<file path="src/rtl/reg_dump_streamer_if.sv">
// -----------------------------------------------------------------------------
// reg_dump_streamer_if
// Word stream from the register dump engine toward the debug/trace path.
//   out_valid  : out_data, out_idx and out_last are valid
//   out_ready  : downstream accepts the word this cycle
//   out_data   : captured register value
//   out_idx    : register index of out_data
//   out_last   : final word of the requested range
// Modports: master (streamer side), slave (trace sink side).
// -----------------------------------------------------------------------------
interface reg_dump_streamer_if #(
    parameter int ADDR_W = 5,
    parameter int DATA_W = 32
);
    logic              out_valid;
    logic              out_ready;
    logic [DATA_W-1:0] out_data;
    logic [ADDR_W-1:0] out_idx;
    logic              out_last;

    modport master (
        output out_valid,
        output out_data,
        output out_idx,
        output out_last,
        input  out_ready
    );

    modport slave (
        input  out_valid,
        input  out_data,
        input  out_idx,
        input  out_last,
        output out_ready
    );
endinterface

</file>
<file path="src/rtl/reg_dump_streamer.sv">
// -----------------------------------------------------------------------------
// reg_dump_streamer
// Debug read-out engine for the integer register file. Walks the inclusive
// index range [first_idx, last_idx] on a dedicated read port, captures each
// word and streams it out over a valid/ready interface. It never writes the
// register file.
// Ports:
//   clk, reset        : rising-edge clock, asynchronous active-high reset
//   start             : begin a dump (sampled only in IDLE)
//   first_idx/last_idx: inclusive range, sampled with start
//   abort             : cancel the dump in progress (READ/SEND only)
//   rf_addr / rf_data : register-file read port (combinational data)
//   stream            : word stream (out_valid/out_ready/out_data/out_idx/out_last)
//   busy              : not IDLE
//   done              : one-cycle pulse on normal completion
//   err               : pulses with done when the requested range was empty
// -----------------------------------------------------------------------------
module reg_dump_streamer #(
    parameter int ADDR_W   = 5,
    parameter int DATA_W   = 32,
    parameter int NUM_REGS = 32
) (
    input  logic                clk,
    input  logic                reset,
    input  logic                start,
    input  logic [ADDR_W-1:0]   first_idx,
    input  logic [ADDR_W-1:0]   last_idx,
    input  logic                abort,
    output logic [ADDR_W-1:0]   rf_addr,
    input  logic [DATA_W-1:0]   rf_data,
    reg_dump_streamer_if.master stream,
    output logic                busy,
    output logic                done,
    output logic                err
);

    localparam logic [1:0] ST_IDLE = 2'd0;
    localparam logic [1:0] ST_READ = 2'd1;
    localparam logic [1:0] ST_SEND = 2'd2;
    localparam logic [1:0] ST_FIN  = 2'd3;

    localparam logic [ADDR_W-1:0] MAX_IDX = ADDR_W'(NUM_REGS - 1);
    localparam logic [ADDR_W-1:0] ONE_IDX = ADDR_W'(1);

    logic [1:0]        state_r;
    logic [1:0]        state_nx_s;
    logic [ADDR_W-1:0] index_r;
    logic [ADDR_W-1:0] last_r;
    logic [ADDR_W-1:0] rf_addr_r;
    logic [DATA_W-1:0] data_r;
    logic [ADDR_W-1:0] idx_r;
    logic              last_flag_r;
    logic              valid_r;
    logic              busy_r;
    logic              done_r;
    logic              err_r;
    logic              err_nx_s;
    logic [ADDR_W-1:0] last_clamp_s;
    logic              range_empty_s;
    logic              accept_s;

    assign accept_s = valid_r & stream.out_ready;

    // Limit the requested end index to the last architectural register.
    always_comb begin
        last_clamp_s = last_idx;
        if (last_idx > MAX_IDX) begin
            last_clamp_s = MAX_IDX;
        end else begin
            last_clamp_s = last_idx;
        end
        range_empty_s = (first_idx > last_clamp_s);
    end

    // Next-state selection; abort outranks a same-cycle handshake.
    always_comb begin
        state_nx_s = state_r;
        err_nx_s   = 1'b0;
        case (state_r)
            ST_IDLE: begin
                if (start) begin
                    if (range_empty_s) begin
                        state_nx_s = ST_FIN;
                        err_nx_s   = 1'b1;
                    end else begin
                        state_nx_s = ST_READ;
                    end
                end else begin
                    state_nx_s = ST_IDLE;
                end
            end
            ST_READ: begin
                if (abort) begin
                    state_nx_s = ST_IDLE;
                end else begin
                    state_nx_s = ST_SEND;
                end
            end
            ST_SEND: begin
                if (abort) begin
                    state_nx_s = ST_IDLE;
                end else if (accept_s) begin
                    if (last_flag_r) begin
                        state_nx_s = ST_FIN;
                    end else begin
                        state_nx_s = ST_READ;
                    end
                end else begin
                    state_nx_s = ST_SEND;
                end
            end
            ST_FIN: begin
                state_nx_s = ST_IDLE;
            end
            default: begin
                state_nx_s = ST_IDLE;
            end
        endcase
    end

    // State, read address, capture register and status flags.
    always_ff @(posedge clk or posedge reset) begin
        if (reset) begin
            state_r     <= ST_IDLE;
            index_r     <= '0;
            last_r      <= '0;
            rf_addr_r   <= '0;
            data_r      <= '0;
            idx_r       <= '0;
            last_flag_r <= 1'b0;
            valid_r     <= 1'b0;
            busy_r      <= 1'b0;
            done_r      <= 1'b0;
            err_r       <= 1'b0;
        end else begin
            state_r <= state_nx_s;
            // Status flags describe the state being entered, so they line up with it.
            busy_r  <= (state_nx_s != ST_IDLE);
            done_r  <= (state_nx_s == ST_FIN);
            err_r   <= err_nx_s;
            case (state_r)
                ST_IDLE: begin
                    if (start && !range_empty_s) begin
                        last_r    <= last_clamp_s;
                        index_r   <= first_idx;
                        rf_addr_r <= first_idx;
                    end else begin
                        rf_addr_r <= '0;
                    end
                end
                ST_READ: begin
                    if (abort) begin
                        valid_r   <= 1'b0;
                        rf_addr_r <= '0;
                    end else begin
                        data_r      <= rf_data;
                        idx_r       <= index_r;
                        last_flag_r <= (index_r == last_r);
                        valid_r     <= 1'b1;
                    end
                end
                ST_SEND: begin
                    if (abort) begin
                        valid_r   <= 1'b0;
                        rf_addr_r <= '0;
                    end else if (accept_s) begin
                        valid_r <= 1'b0;
                        // No wrap: the index only advances while below the last index.
                        if (!last_flag_r) begin
                            index_r   <= index_r + ONE_IDX;
                            rf_addr_r <= index_r + ONE_IDX;
                        end else begin
                            rf_addr_r <= rf_addr_r;
                        end
                    end else begin
                        valid_r <= valid_r;
                    end
                end
                ST_FIN: begin
                    rf_addr_r <= '0;
                end
                default: begin
                    valid_r   <= 1'b0;
                    rf_addr_r <= '0;
                end
            endcase
        end
    end

    assign rf_addr          = rf_addr_r;
    assign stream.out_valid = valid_r;
    assign stream.out_data  = data_r;
    assign stream.out_idx   = idx_r;
    assign stream.out_last  = last_flag_r;
    assign busy             = busy_r;
    assign done             = done_r;
    assign err              = err_r;

endmodule

</file>
<file path="src/flat_wrapper.sv">
// flat-port wrapper written by rule: the top's interface ports become plain ports
module reg_dump_streamer_flat 
#(
    parameter int ADDR_W   = 5,
    parameter int DATA_W   = 32,
    parameter int NUM_REGS = 32
)
  (clk, reset, start, first_idx, last_idx, abort, rf_addr, rf_data, busy, done, err, stream_out_valid, stream_out_data, stream_out_idx, stream_out_last, stream_out_ready);
  reg_dump_streamer_if #(.ADDR_W(ADDR_W), .DATA_W(DATA_W)) stream_i ();
  input  logic clk;
  input  logic reset;
  input  logic start;
  input  logic [ADDR_W-1:0] first_idx;
  input  logic [ADDR_W-1:0] last_idx;
  input  logic abort;
  output logic [ADDR_W-1:0] rf_addr;
  input  logic [DATA_W-1:0] rf_data;
  output logic busy;
  output logic done;
  output logic err;
  output wire logic [$bits(stream_i.out_valid)-1:0] stream_out_valid;
  output wire logic [$bits(stream_i.out_data)-1:0] stream_out_data;
  output wire logic [$bits(stream_i.out_idx)-1:0] stream_out_idx;
  output wire logic [$bits(stream_i.out_last)-1:0] stream_out_last;
  input wire logic [$bits(stream_i.out_ready)-1:0] stream_out_ready;
  assign stream_out_valid = stream_i.out_valid;
  assign stream_out_data = stream_i.out_data;
  assign stream_out_idx = stream_i.out_idx;
  assign stream_out_last = stream_i.out_last;
  assign stream_i.out_ready = stream_out_ready;
  reg_dump_streamer #(.ADDR_W(ADDR_W), .DATA_W(DATA_W), .NUM_REGS(NUM_REGS)) u_core (.clk(clk), .reset(reset), .start(start), .first_idx(first_idx), .last_idx(last_idx), .abort(abort), .rf_addr(rf_addr), .rf_data(rf_data), .stream(stream_i), .busy(busy), .done(done), .err(err));
endmodule
</file>
<file path="config.mk">
export PLATFORM = sky130hd
export DESIGN_NAME = reg_dump_streamer_flat
export DESIGN_NICKNAME = d
export VERILOG_FILES = /design/src/rtl/reg_dump_streamer_if.sv /design/src/rtl/reg_dump_streamer.sv /design/src/flat_wrapper.sv
export SDC_FILE = /design/constraint.sdc
export NUM_CORES = 1
export LEC_CHECK = 0
export ABC_AREA = 0
export BUFFER_PORTS_ARGS = -buffer_cell sky130_fd_sc_hd__buf_2
export CORE_MARGIN = 8
export CORE_UTILIZATION = 40
export CTS_BUF_LIST = sky130_fd_sc_hd__clkbuf_16
export CTS_CLUSTER_SIZE = 16
export DETAILED_ROUTE_END_ITERATION = 12
export PLACE_DENSITY = 0.66
export SYNTH_ARGS = -nofsm -noshare
export SYNTH_HDL_FRONTEND = slang
export SYNTH_SLANG_ARGS = --single-unit
</file>
<file path="constraint.sdc">
create_clock -name clk -period 4.25 [get_ports clk]
set_input_delay 0.425 -clock clk [delete_from_list [all_inputs] [get_ports clk]]
set_output_delay 0.425 -clock clk [all_outputs]
set_load 0.05 [all_outputs]
</file>
Word level (Yosys, flattened, before mapping)
Cells that the tools add are included.
{"block": "word_totals", "regBits": 59, "input_bits": 47, "output_inout_bits": 47, "wordCells": 63}
{"block": "op_classes", "addsub": 1, "magnitude_cmp": 2, "eq_ne": 12, "mux": 24, "n_bitwise": 2, "n_reduce_logical": 11}
{"cell": "5-bit two-way mux", "n": 8}
{"cell": "5-bit one-hot mux with 4 select lines", "n": 1}
{"cell": "2-bit two-way mux", "n": 6}
{"cell": "5-bit one-hot mux with 2 select lines", "n": 1}
{"cell": "2-bit one-hot mux with 4 select lines", "n": 1}
{"cell": "2-bit equality test (second input constant)", "n": 3}
{"cell": "1-bit two-way mux", "n": 6}
{"cell": "2-bit inequality test (second input constant)", "n": 3}
{"cell": "2-bit AND reduction", "n": 3}
{"cell": "2-bit nonzero test", "n": 3}
{"cell": "5-bit by 1-bit adder with 5-bit output (second input constant)", "n": 1}
{"cell": "5-bit equality test", "n": 1}
{"cell": "5-bit > comparator", "n": 1}
{"cell": "5-bit > comparator (second input constant)", "n": 1}
{"cell": "5-bit AND reduction", "n": 1}
{"cell": "2-bit by 1-bit inequality test with 1-bit output (second input constant)", "n": 2}
{"cell": "3-bit by 2-bit inequality test with 1-bit output (second input constant)", "n": 1}
{"cell": "3-bit inequality test (second input constant)", "n": 1}
{"cell": "3-bit AND reduction", "n": 1}
{"cell": "2-bit by 1-bit equality test with 1-bit output (second input constant)", "n": 1}
{"cell": "2-bit zero test", "n": 1}
{"cell": "1-bit one-hot mux with 2 select lines", "n": 1}
{"cell": "1-bit AND", "n": 1}
{"cell": "1-bit logical AND", "n": 1}
{"cell": "2 further kinds", "n": 2}

Longest topological paths before layout
Gate-level depths: netlist of run 1.
{"block": "depth", "depth_word": 7, "mapped_depth": 7, "ltp_nobuf": 7}

Least setup slack after synthesis of run 1
OpenSTA, ideal clock, no wires.
{"block": "synth_path", "path_type": "input to register", "start": "input last_idx[3]", "end": "register u_core.last_r[0]", "setup_ns": 0.125, "arrival_ns": 1.872, "t_required_ns": 4.125, "slack_ns": 2.253, "path_stages": 7, "path_buffers": 0, "path_cell_list": "inv_1 ha_1 a21o_1 a21oi_1 a22oi_2 nor2_4 mux2_2"}
{"block": "synth_via", "elab_chain_cells": 6}
{"item": "from (decl)", "line": "flat_wrapper.sv:14", "rtl": "input logic [ADDR_W-1:0] last_idx;"}
{"item": "5-bit > comparator", "line": "reg_dump_streamer.sv:67", "rtl": "if (last_idx > MAX_IDX) begin"}
{"item": "5-bit two-way mux *", "line": "reg_dump_streamer.sv:67"}
{"item": "5-bit > comparator", "line": "reg_dump_streamer.sv:72", "rtl": "range_empty_s = (first_idx > last_clamp_s);"}
{"item": "1-bit zero test", "line": "reg_dump_streamer.sv:143", "rtl": "if (start && !range_empty_s) begin"}
{"item": "1-bit logical AND", "line": "reg_dump_streamer.sv:143"}
{"item": "2-bit AND reduction (no line)"}
{"item": "to (signal assigned)", "line": "reg_dump_streamer.sv:144", "rtl": "last_r <= last_clamp_s;"}
{"item": "to (decl)", "line": "reg_dump_streamer.sv:48", "rtl": "logic [ADDR_W-1:0] last_r;"}
Every way passes the cells marked *; elsewhere a longest branch is shown, timed or not.
A chain may end at the register's enable or synchronous reset.

Final worst setup path of run 1
{"block": "layout_path", "start": "register u_core.state_r[0]", "end": "register u_core.index_r[1]"}
{"block": "layout_via", "elab_chain_cells": 3, "elab_cells_between_ends": 9, "cone_classes": "eq/ne (5); mux (1); reduce/logical (3)"}
{"item": "from (decl)", "line": "reg_dump_streamer.sv:45", "rtl": "logic [1:0] state_r;"}
{"item": "from (signal assigned)", "line": "reg_dump_streamer.sv:136", "rtl": "state_r <= state_nx_s;"}
{"item": "2-bit equality test / 2-bit zero test (equally long branches)", "line": "reg_dump_streamer.sv:141", "rtl": "case (state_r)"}
{"item": "2-bit inequality test (no line) (tied with other cells)"}
{"item": "5-bit AND reduction (no line)"}
{"item": "to (signal assigned)", "line": "reg_dump_streamer.sv:145", "rtl": "index_r <= first_idx;"}
{"item": "to (signal assigned)", "line": "reg_dump_streamer.sv:170", "rtl": "index_r <= index_r + ONE_IDX;"}
{"item": "to (decl)", "line": "reg_dump_streamer.sv:47", "rtl": "logic [ADDR_W-1:0] index_r;"}
Several ways; a longest one is shown, not always the timed one.

==> results.cfg, run 1 <==
[status]
status = finished clean

[clocking]
cts_buffer_depth = 2
cts_hold_buffers = 0
cts.sinks = 59
htreeDepth = 3
cts_root_buffer = clkbuf_16
cts_buffers = 9
insertion_delay_ps = 320
cts_tree = yes
post_cts_buffers = 0
cts.clk_slew.worst_paths_ps = 50
cts_resized = 0

[synth]
yosysTopAreaCell = dfrtp_1
synth_edf_count = 0
synth_compound_area_share_pct = 8.803
ys_ff_latch = 59
synth_top_area_share_pct = 54.96
synth_cells = 209
syn-num-nets = 266
synthFlopType = dfrtp_1
async_flop_share_pct = 100.0
synth_warnings = 0
synthMuxAreaShare_pct = 19.24
yosys.area_share.adder_pct = 4.658
postSynthAreaPerCell_sq_um = 12.85
synthTopCellsByArea = dfrtp_1 55%, mux2_2 18%, ha_1 4.7%
synth-simple-area-share_pct = 6.707
synth.cell_area_sq_mm = 0.002686
synth_top_family_by_area = multiplexers
synth-seq-area-share_pct = 54.96
synth_xor_xnor_area_share_pct = 2.608
synth_cell_types = 38

[layout]
utilization_pct = 53.11
nets = 364
regArea_sq_mm = 0.001476
multi_input_area_sq_mm = 0.001136
insertedDiodeCount = 0
synthToLayoutAreaGrowth_pct = 31.35
final_cell_mix = 93 x buf_2, 59 x dfrtp_1, 43 x mux2_2
final_common_cell = buf_2
drive_gt1_share_pct = 51.92
fillCellCount = 630

[critical_path]
cp_top_family = adder cells
cp_max_fo = 11
worstSetupPathType = reg -> reg
critPathMaxStageDelay_ps = 420
reg2reg_from = u_core.state_r[0]$_DFF_PP0_
crit_buf_inv = 1
setup.worst_path.end_class = flop
worstRegToRegCells = 7
critPathSlowestCell = ha_1
r2r_end = u_core.index_r[1]$_DFFE_PP0P_
arrival_ps = 2340
crit_path_start_kind = flop
path_cells = inv_1, ha_1, nand2b_1, o22ai_1, o21ai_0, nor2_2, mux2_1
cp_data_required_time_ps = 4440
reg2reg_slack_ps = 2110

[floorplanning]
ios = 94
start_util_pct = 40.43
die_area_sq_mm = 0.009594
die_h_um = 97.95
rows = 30
core_sq_mm = 0.006644
die_x_um = 97.95

[global_route]
antenna_found_initial = 0
grt_overflow_total = 0
grt_util_all_layers_pct = 13.31
grt_pass1_vias = 2040
grt_pass1_wl_um = 10170
grt_max_degree = 60

[timing]
final.setup.tns_ps = 0
slew_violations = 0
setup_violations = 0
worst_slew_pin_slew_ps = 1040
fin_skew_ps = 4.082
hold_ws_ps = 325.9
grt_setup_unrepaired = no
fin_ws_ps = 2106
max_freq_ghz = 0.4665
maxSlewHeadroom_pct = 30.53
hold_violations = 0
finalCriticalPeriod_ps = 2144
period_share_pct = 50.44

[drt]
drtIter0Drc = 44
via_count = 1921
post_drt_wl_per_cell_um = 15.57
antenna_left = 0
routed_via_density = 4.901
drt_wl_total_um = 6105
firstDrtPassIters = 4
drcViolationCount = 0

[power]
power_switching_w = 0.001462
peakVddDrop_mv = 0.3859
power_switching_share_pct = 46.00
clkPwrFrac_pct = 21.9
leakage_nw = 1.700
p_comb_share_pct = 47.4
seq_power_share_pct = 30.7
p_per_area_mw_per_mm2 = 900.6
power_w = 0.003178
p_int_w = 0.001716

[placement]
routabilityCongestion = 0.8607
dpl.hpwl_um = 4603
pre_cts_slack_ps = 1991
portBuffers = 93

[job]
drv_cap = 0

[worst_hold_path]
min_path_type = in -> async
## registers in the layout, summed over array words and instances, names as in the netlist
register	cells
u_core.busy	1
u_core.done	1
u_core.err	1
u_core.index_r	5
u_core.last_r	5
u_core.rf_addr	5
u_core.state_r	2
u_core.stream.out_data	32
u_core.stream.out_idx	5
u_core.stream.out_last	1
u_core.stream.out_valid	1
## stage by stage
stage               area (sq um)  std cells
floorplan                   2686        209
global placement            3234        376
detailed placement          3234        376
CTS                         3528        392
global route                3528        392
finish                      3528        392
## Yosys cell counts (3+ instances only)
library cell	number
xnor2_1	6
dfrtp_1	59
and2_1	3
o21ai_0	8
ha_1	10
nand3_1	5
a21oi_1	7
buf_2	5
nand2_1	8
a2bb2oi_1	4
nor2_1	7
inv_1	13
mux2_2	43
## logic make-up after synthesis
family                     Yosys count
buffers and inverters               20
AOI/OAI and AO/OA                   32
and+or+nand+nor                     34
muxes                               46
DFF                                 59
xor gates and xnor gates             8
adders and majority gates           10
## per-layer routing
layer,global-route usage [%],wire (um),vias to the layer above
li1,-,-,935
met1,15.73,2658,928
met2,21.29,2999,52
met3,4.125,374,6
met4,6.835,74,0
met5,0,0,-
## worst register-to-register path, stage by stage, from the launching register on
cell	delay [ps]
dfrtp_1	370
inv_1	100
ha_1	420
nand2b_1	150
o22ai_1	110
o21ai_0	240
nor2_2	260
mux2_1	360
## power by group through the flow
stage	clock, W	combinational (W)	sequential (W)
final	0.000695	0.00151	0.000975
after detailed placement	0	0.00152	0.000988
after CTS	0.000716	0.00153	0.000979
after floorplan	0	0.000460	0.00168
after global placement	0	0.00151	0.000977
after global routing	0.000741	0.00159	0.00101
## worst max path at each step
stage	startpoint	to	slack [ps]	depth (start not counted)
6_report	u_core.state_r[0]$_DFF_PP0_	u_core.index_r[1]$_DFFE_PP0P_	2110	7
5_1_grt	u_core.state_r[0]$_DFF_PP0_	u_core.index_r[1]$_DFFE_PP0P_	1940	7
4_1_cts	u_core.state_r[1]$_DFF_PP0_	u_core.stream.out_data[25]$_DFFE_PP0P_	2090	4
3_5_place_dp	first_idx[3]	u_core.last_r[2]$_DFFE_PP0P_	1990	7
3_3_place_gp	first_idx[3]	u_core.last_r[0]$_DFFE_PP0P_	2050	7
2_1_floorplan	last_idx[3]	u_core.last_r[0]$_DFFE_PP0P_	2250	7
## area by class of cell
| type | count | share of cell area (%) |
|---|---|---|
| Clock buffer | 9 | 6.383 |
| Clock inverter | 7 | 1.950 |
| Inverter | 13 | 1.383 |
| Multi-Input combinational cell | 130 | 32.20 |
| Sequential cell | 59 | 41.84 |
| Tap cell | 80 | 2.837 |
| Timing Repair Buffer | 94 | 13.40 |
No activity file was read; power rests on OpenSTA's default activity.
==> run 2: changes to the inputs <==
--- a/config.mk
+++ b/config.mk
@@ -5,7 +5,7 @@
 export SDC_FILE = /design/constraint.sdc
 export NUM_CORES = 1
 export LEC_CHECK = 0
-export ABC_AREA = 0
+export ABC_AREA = 1
 export BUFFER_PORTS_ARGS = -buffer_cell sky130_fd_sc_hd__buf_2
 export CORE_MARGIN = 8
 export CORE_UTILIZATION = 40
==> constraint.sdc (replaced) <==
create_clock -name clk -period 2 [get_ports clk]
set_input_delay 0.2 -clock clk [delete_from_list [all_inputs] [get_ports clk]]
set_output_delay 0.2 -clock clk [all_outputs]
set_load 0.05 [all_outputs]
==> results.cfg, run 2 <==
[clocking]
cts_root_buffer = clkbuf_16
cts_buffer_depth = 2
cts.clk_slew.worst_paths_ps = 50
cts_resized = 0
cts_buffers = 9
post_cts_buffers = 0
cts.sinks = 59
insertion_delay_ps = 310
cts_tree = yes
cts_hold_buffers = 1
htreeDepth = 3

[placement]
portBuffers = 93
dpl-instance-area_sq_mm = 0.003294
routabilityCongestion = 0.8691
dpl.hpwl_um = 4892

[synth]
async_flop_share_pct = 100.0
synth-seq-area-share_pct = 55.04
synthFlopType = dfrtp_1
synthTopCellsByArea = dfrtp_1 55%, mux2_2 14%, nand2_1 7.8%
ys_ff_latch = 59
synth.cell_area_sq_mm = 0.002683
yosys.cell_count.top_type = dfrtp_1
syn-num-nets = 310
synth_top_area_share_pct = 55.04
synth-simple-area-share_pct = 14.37
yosys.area_share.adder_pct = 4.664
synthMuxAreaShare_pct = 13.85
synth_top_family_by_area = simple AND/OR/NAND/NOR gates
synth_cells = 253
synth_compound_area_share_pct = 6.157
synth_warnings = 0
synth_edf_count = 0
synth_xor_xnor_area_share_pct = 1.306
yosysTopAreaCell = dfrtp_1
postSynthAreaPerCell_sq_um = 10.60
synth_cell_types = 24
ys_top_cells_by_count = 59 x dfrtp_1, 56 x nand2_1, 33 x mux2_2

[global_route]
grt_pass1_vias = 2252
grt_max_degree = 33
antenna_found_initial = 0
grt_util_all_layers_pct = 13.58
grt_pass1_wl_um = 10450
grt_overflow_total = 0

[critical_path]
setup.worst_path.start = u_core.state_r[0]$_DFF_PP0_
critPathCapture = u_core.done$_DFF_PP0_
reg2reg_from = u_core.state_r[0]$_DFF_PP0_
crit_path_start_kind = flop
cp_max_fo = 6
cp_data_required_time_ps = 2240
worstSetupPathType = reg -> reg
reg2reg_slack_ps = 440
r2r_end = u_core.done$_DFF_PP0_
worstRegToRegCells = 8
arrival_ps = 1810
setup.worst_path.end_class = flop

[timing]
fin_skew_ps = 7.613
grt_setup_unrepaired = no
slew_violations = 0
finalCriticalPeriod_ps = 1564
maxSlewHeadroom_pct = 58.63
max_freq_ghz = 0.6392
hold_violations = 0
setup_violations = 0
worst_slew_pin_slew_ps = 619.7
period_share_pct = 78.22
final.setup.tns_ps = 0

[layout]
insertedDiodeCount = 0
fin_area_sq_mm = 0.003661
final_common_cell = buf_2
synthToLayoutAreaGrowth_pct = 36.47
drive_gt1_share_pct = 42.86
largest_register_ffs = 32
nets = 416
final_cell_mix = 93 x buf_2, 59 x dfrtp_1, 55 x nand2_1

[power]
peakVddDrop_mv = 0.5355
leakage_nw = 1.936
p_per_area_mw_per_mm2 = 1951

[drt]
drcViolationCount = 0
via_count = 2089
drt_wl_total_um = 6232
drtIter0Drc = 94
post_drt_wl_per_cell_um = 14.04
firstDrtPassIters = 4
antenna_left = 0
routed_via_density = 4.705

[job]
drv_cap = 0

[worst_hold_path]
min_path_type = in -> reg

[floorplanning]
ios = 94
die_h_um = 97.89
die_area_sq_mm = 0.009582
start_util_pct = 40.38
rows = 30
die_x_um = 97.89
core_sq_mm = 0.006644

[status]
status = finished clean
## run 2: cell count changes after synthesis, moves of 4 or more
cell,before,now
nand2_1,8,56
inv_1,13,26
mux2_2,43,33
nand3_1,5,14
xnor2_1,6,1
a2bb2oi_1,4,0
o21ai_0,8,12
## run 2: layout make-up
class	count	area [sq um]
inverters	28	105.1
clock inverters	7	131.4
clock buffers	9	225.2
well taps	80	100.1
fillers	581	2983
flip-flops and latches	59	1476
repair buffers	99	538.0
multi-input cells	162	1085
## run 2: worst min-delay path by stage
stage,start,end,slack (ps),cells after the start
after floorplan,start,u_core.err$_DFF_PP0_,310,2
after detailed placement,reset,u_core.stream.out_data[1]$_DFFE_PP0P_,320,2
after global placement,reset,u_core.stream.out_data[12]$_DFFE_PP0P_,310,2
after global routing,rf_data[13],u_core.stream.out_data[13]$_DFFE_PP0P_,100,2
final,last_idx[2],u_core.last_r[2]$_DFFE_PP0P_,110,3
after CTS,last_idx[2],u_core.last_r[2]$_DFFE_PP0P_,90,3
## run 2: metal layers
metal	vias up	track usage, %	wire [um]
met5	-	0	0
met4	0	5.156	47
met3	7	5.690	462
met2	77	21.92	2924
met1	957	15.67	2798
li1	1048	-	-
## run 2: logic make-up after synthesis
group           after synthesis
compound gates               27
simple gates                 88
xor+xnor                      4
flops                        59
mux                          33
fa+ha+maj                    10
buf+inv                      32
## run 2: power breakdown
| part | internal [W] | leakage, nW | switching (W) |
|---|---|---|---|
| combinational | 0.000901 | 1.04 | 0.00239 |
| clock | 0.00133 | 0.176 | 0.000489 |
| sequential | 0.00174 | 0.724 | 0.000294 |
## run 2: critical path: stages, from the launching register on
cell     delay (ps)
dfrtp_1         380
inv_1           100
ha_1            300
nand2_2         140
o21ai_2         200
inv_2            90
o22ai_4         170
inv_2            60
nor2_2           70
## run 2: stage by stage
step | instances | hold slack, ps | utilization, % | power, W | setup WS [ps]
floorplan | 253 | 313.2 | - | 0.004529 | 343.7
global placement | 427 | 305.1 | 49.59 | 0.005319 | 428.2
CTS | 444 | 94.66 | 55.10 | 0.007225 | 446.1
finish | 444 | 107.0 | 55.10 | 0.007142 | 435.6
global route | 444 | 101.2 | 55.10 | 0.007526 | 282.4
detailed placement | 427 | 317.5 | 49.59 | 0.005364 | 314.6
